`config.mk`:
```
export PLATFORM = sky130hd
export DESIGN_NAME = regfile_mp
export DESIGN_NICKNAME = d
export VERILOG_FILES = /design/src/rtl/regfile_mp.sv
export SDC_FILE = /design/constraint.sdc
export NUM_CORES = 1
export LEC_CHECK = 0
export ABC_AREA = 0
export CORE_MARGIN = 3
export CORE_UTILIZATION = 36
export DETAILED_ROUTE_END_ITERATION = 8
export GPL_TIMING_DRIVEN = 0
export HOLD_SLACK_MARGIN = 0.02
export PLACE_DENSITY = 0.55
export SYNTH_ARGS = -nofsm -noshare
export SYNTH_HDL_FRONTEND = slang
export SYNTH_SLANG_ARGS = --single-unit
```
`constraint.sdc`:
```
create_clock -name clk -period 9.2 [get_ports clk]
set_clock_uncertainty 0.05 [all_clocks]
set_input_delay 2.3 -clock clk [delete_from_list [all_inputs] [get_ports clk]]
set_output_delay 2.3 -clock clk [all_outputs]
set_load 0.02 [all_outputs]
```
`src/rtl/regfile_mp.sv`:
```
// Parametrised multi-read-port integer register file with optional hardwired r0,
// write-to-read bypass and a row-at-a-time clear engine (no parallel array reset).
module regfile_mp #(
    parameter int unsigned XLEN    = 32,
    parameter int unsigned NREGS   = 32,
    parameter int unsigned AW      = 5,
    parameter int unsigned NRD     = 2,
    parameter int unsigned ZERO_R0 = 1,
    parameter int unsigned BYPASS  = 1
) (
    input  logic                 clk,
    input  logic                 rst,
    input  logic                 clr_req,
    output logic                 busy,
    input  logic [NRD*AW-1:0]    rd_addr,
    output logic [NRD*XLEN-1:0]  rd_data,
    input  logic                 wr_en,
    input  logic [AW-1:0]        wr_addr,
    input  logic [XLEN-1:0]      wr_data,
    output logic                 wr_drop
);

    localparam int unsigned PW = AW + 1;
    localparam int unsigned IW = (NREGS > 1) ? $clog2(NREGS) : 1;
    localparam logic [PW-1:0] NREGS_W = PW'(NREGS);
    localparam logic [PW-1:0] LAST    = PW'(NREGS - 1);

    typedef enum logic {IDLE, CLEAR} state_t;

    state_t            state;
    logic [PW-1:0]     ptr;
    logic [XLEN-1:0]   mem [NREGS];

    logic wr_in_range;
    logic wr_is_r0;
    logic wr_commit;
    logic sweep;

    assign wr_in_range = ({1'b0, wr_addr} < NREGS_W);
    assign wr_is_r0    = (ZERO_R0 != 0) && (wr_addr == '0);
    assign busy        = ~rst | (state == CLEAR);
    assign wr_drop     = wr_en & (busy | clr_req | ~wr_in_range);
    assign wr_commit   = wr_en & ~busy & ~clr_req & wr_in_range & ~wr_is_r0;
    assign sweep       = rst & ~clr_req & (state == CLEAR);

    // Clear engine: a request (or reset) restarts the sweep without clearing a row that edge
    always_ff @(posedge clk) begin
        if (!rst) begin
            state <= CLEAR;
            ptr   <= '0;
        end else if (clr_req) begin
            state <= CLEAR;
            ptr   <= '0;
        end else if (state == CLEAR) begin
            ptr <= ptr + PW'(1);
            if (ptr == LAST) begin
                state <= IDLE;
            end
        end
    end

    // Single array write port shared by the sweep and normal writes (never both in one cycle)
    always_ff @(posedge clk) begin
        if (sweep) begin
            mem[IW'(ptr)] <= '0;
        end else if (wr_commit) begin
            mem[IW'(wr_addr)] <= wr_data;
        end
    end

    for (genvar i = 0; i < NRD; i++) begin : g_rd
        logic [AW-1:0]   addr;
        logic [XLEN-1:0] val;

        assign addr = rd_addr[i*AW +: AW];

        always_comb begin
            val = '0;
            if (!busy && ({1'b0, addr} < NREGS_W) && !((ZERO_R0 != 0) && (addr == '0))) begin
                if ((BYPASS != 0) && wr_commit && (wr_addr == addr)) begin
                    val = wr_data;
                end else begin
                    val = mem[IW'(addr)];
                end
            end
        end

        assign rd_data[i*XLEN +: XLEN] = val;
    end

endmodule

```
==> metrics <==
Synth Instances 2636; iteration-0 DRC count of the detailed router 3830; Hold Fails Final Rpt 0; CTS sink cnt 1031; Slew headroom 9.89%; Reg2Reg Depth 10; Max Clk Rate 110 MHz; drt first pass iters 6; Rows 133; area of the core 0.133 mm^2; clock latency at the later pin of the worst-skew pair 0.71 ns; top-area cell type share of the netlist area 63.5%; Worst path max stage delay 0.71 ns; initial cell density of the core 36.5%; WP data arrival 6.76 ns; Global Route Usage Sum 23.3%; P_int 0.00777 W; vias post-DR 30.1k; placed cells 4538; final-stage net count 2947; drt drc 0; PortBufs 108; post-DR wirelength/cell 34.8 um; unrepaired setup endpoints after global routing no; Final Critical Period 9.11 ns; Sw Share 22.3%; ys flop type edfxtp_1; YS warnings 0; Area Growth Syn to Fin 16.5%; synthesized area per cell 18.4 um^2; Pleak 20.0 nW; final setup fails 0; H-tree level count 3; synth top area cells edfxtp_1 63%, mux4_2 18%, mux2i_1 5.3%; HP Start ptr[5]; top post-synthesis cells by count 1024 x edfxtp_1, 384 x mux4_2, 257 x mux2i_1; layout cells sized above 1 24.9%; worst reg-to-reg setup slack 5.44 ns; worst r2r src state; Detailed Route WL 165000 um; Die H 373 um; hold_buf cts 0; Slew Viols, Final 0; grt ovf 0; outcome finished clean; Total Die Area 0.139 mm^2; TritonCTS clock tree yes; Post-CTS Repair Setup Buffers 0; Clock power frac 43.2%; total CTS buffers 108; Setup CP Type in -> out; Final ANT Viol Nets 0; Crit Reg-Reg Endpoint mem[28][21]; sequential share of the synthesized area 63.7%; Yosys cell types 43; initial antenna violation count 14; DR vias/cell 6.35; clk root buf clkbuf_16; Most common cell on crit path clkdlybuf4s50_1; Pwr Total 0.0100 W; Slowest-stage cell, CP a21oi_1; die width 373 um; Clock Pin Slew Worst Setup and Hold Paths 0.06 ns; Final Wtd Congestion 0.880; first-pass GRT wire length 231000 um; CP Capture Type output pin; Worst Max-Slew Pin Slew 1.35 ns; syn nets 2688; VDD IR-drop max 0.000146 V; final worst path period share 99.1%; Worst Setup EP rd_data[20]; worst min-delay path class reg -> reg; Comb power frac 5.8%; Yosys top cell by area edfxtp_1; Ports 117; CTS max path bufs 3; Pwr Density 177 mW/mm^2; dominant cell by count in the synthesized netlist edfxtp_1; CP Launch Type primary input; Synth Register Bits 1031; Sw Pwr 0.00223 W; Post-Syn Area 0.0485 mm^2; CP Max Fanout 10; vias in the first global route 30.8k; crit path launch rd_addr[4]; post-DP HPWL 115000 um; Worst EP required 6.85 ns; Async SR Flop Fraction 0%; Post-synth EDFFs 1024; Sequential Power Share 51.0%; final cell count without fillers 4748; Max Cap Viol 0; largest net degree at the start of global routing 35; crit path cell chain clkdlybuf4s50_1, clkbuf_2, inv_1, nor2_1, clkbuf_1, a22oi_1, a21oi_1, a211o_1, clkdlybuf4s50_1
[cells by family after synthesis]
group | synth area share, %
DFF | 63.7
muxes | 23.2
AOI/OAI and AO/OA | 9.45
buffers and inverters | 2.07
and+or+nand+nor | 1.29
xor gates and xnor gates | 0.253
adders and majority gates | 0.0258
[cell usage in the layout (no fill, tap or decap), drive strengths merged, types with 2 or more instances in the layout]
cell           count
edfxtp          1024
mux4             384
clkbuf           262
mux2i            257
a22oi            192
buf              138
a21oi            135
a221oi           128
clkdlybuf4s50    108
o21bai            64
a211o             64
nor2              48
and2              34
clkinv            34
xnor2             12
inv               12
nand2             10
bufinv            10
clkinvlp          10
nor2b             10
diode              9
dfxtp              7
nor3               5
nor4               4
a32oi              4
nand3              3
nand4              3
o311ai             2
xor2               2
o21ai              2
o31ai              2
a31oi              2
[what timing repair did]
| item | in CTS | in global routing |
|---|---|---|
| endpoints found under the setup margin | 3 | 13 |
| pin swaps | 0 | 0 |
| resized for setup | 1 | 7 |
[flip-flops by register name, indices dropped and copies added, names as in the netlist]
| name | count |
|---|---|
| mem | 1024 |
| ptr | 6 |
| state | 1 |
[power groups by stage]
stage / Combinational, W / Sequential (W) / Clock (W)
after detailed placement: 0.000576 / 0.00520 / 0
after floorplan: 0.000348 / 0.00520 / 0
after CTS: 0.000578 / 0.00510 / 0.00438
after global placement: 0.000565 / 0.00520 / 0
after global routing: 0.000600 / 0.00510 / 0.00456
final: 0.000581 / 0.00510 / 0.00432
[critical path: cells and delay by family]
family	cells	cell delay (ns)
and+or+nand+nor	1	0.64
buffers and inverters	5	2.63
AOI/OAI and AO/OA	3	1.17
[layout make-up]
cell class / instances / area, um^2
antenna: 9 / 22.5
tap: 1755 / 2200
sequential: 1031 / 30900
fill: 11500 / 76200
clock buffer: 139 / 2870
buffer: 221 / 991
inverter: 6 / 22.5
timing repair buffer: 149 / 2030
clock inverter: 60 / 569
multi-input combinational: 1378 / 16800
[worst min path at each step]
stage,to,slack [ns],cells after the start
4_1_cts,ptr[5],0.46,2
2_1_floorplan,ptr[5],0.41,2
5_1_grt,ptr[5],0.47,2
3_5_place_dp,ptr[5],0.45,2
6_report,ptr[5],0.46,2
3_3_place_gp,ptr[5],0.42,2
[through the flow]
step | worst slack (ns) | utilization, % | hold WS [ns] | TNS [ns] | area [um^2]
final | 0.0859 | 42.5 | 0.462 | 0 | 56400
after global routing | 0.0282 | 42.5 | 0.471 | 0 | 56400
after CTS | 0.0933 | 42.5 | 0.455 | 0 | 56300
after detailed placement | -0.0780 | 39.9 | 0.447 | -0.141 | 52900
after global placement | -0.110 | 39.0 | 0.422 | -0.295 | 51700
after floorplan | 2.69 | - | 0.405 | 0 | 48500
[per-layer routing]
metal / part of all wire (%) / track usage [%]
met3: 11 / 6.38
met1: 39 / 30.4
met5: 0.039 / 0
met4: 4.0 / 9.10
met2: 47 / 37.1
Note: power is estimated with default switching activity, not from simulation.
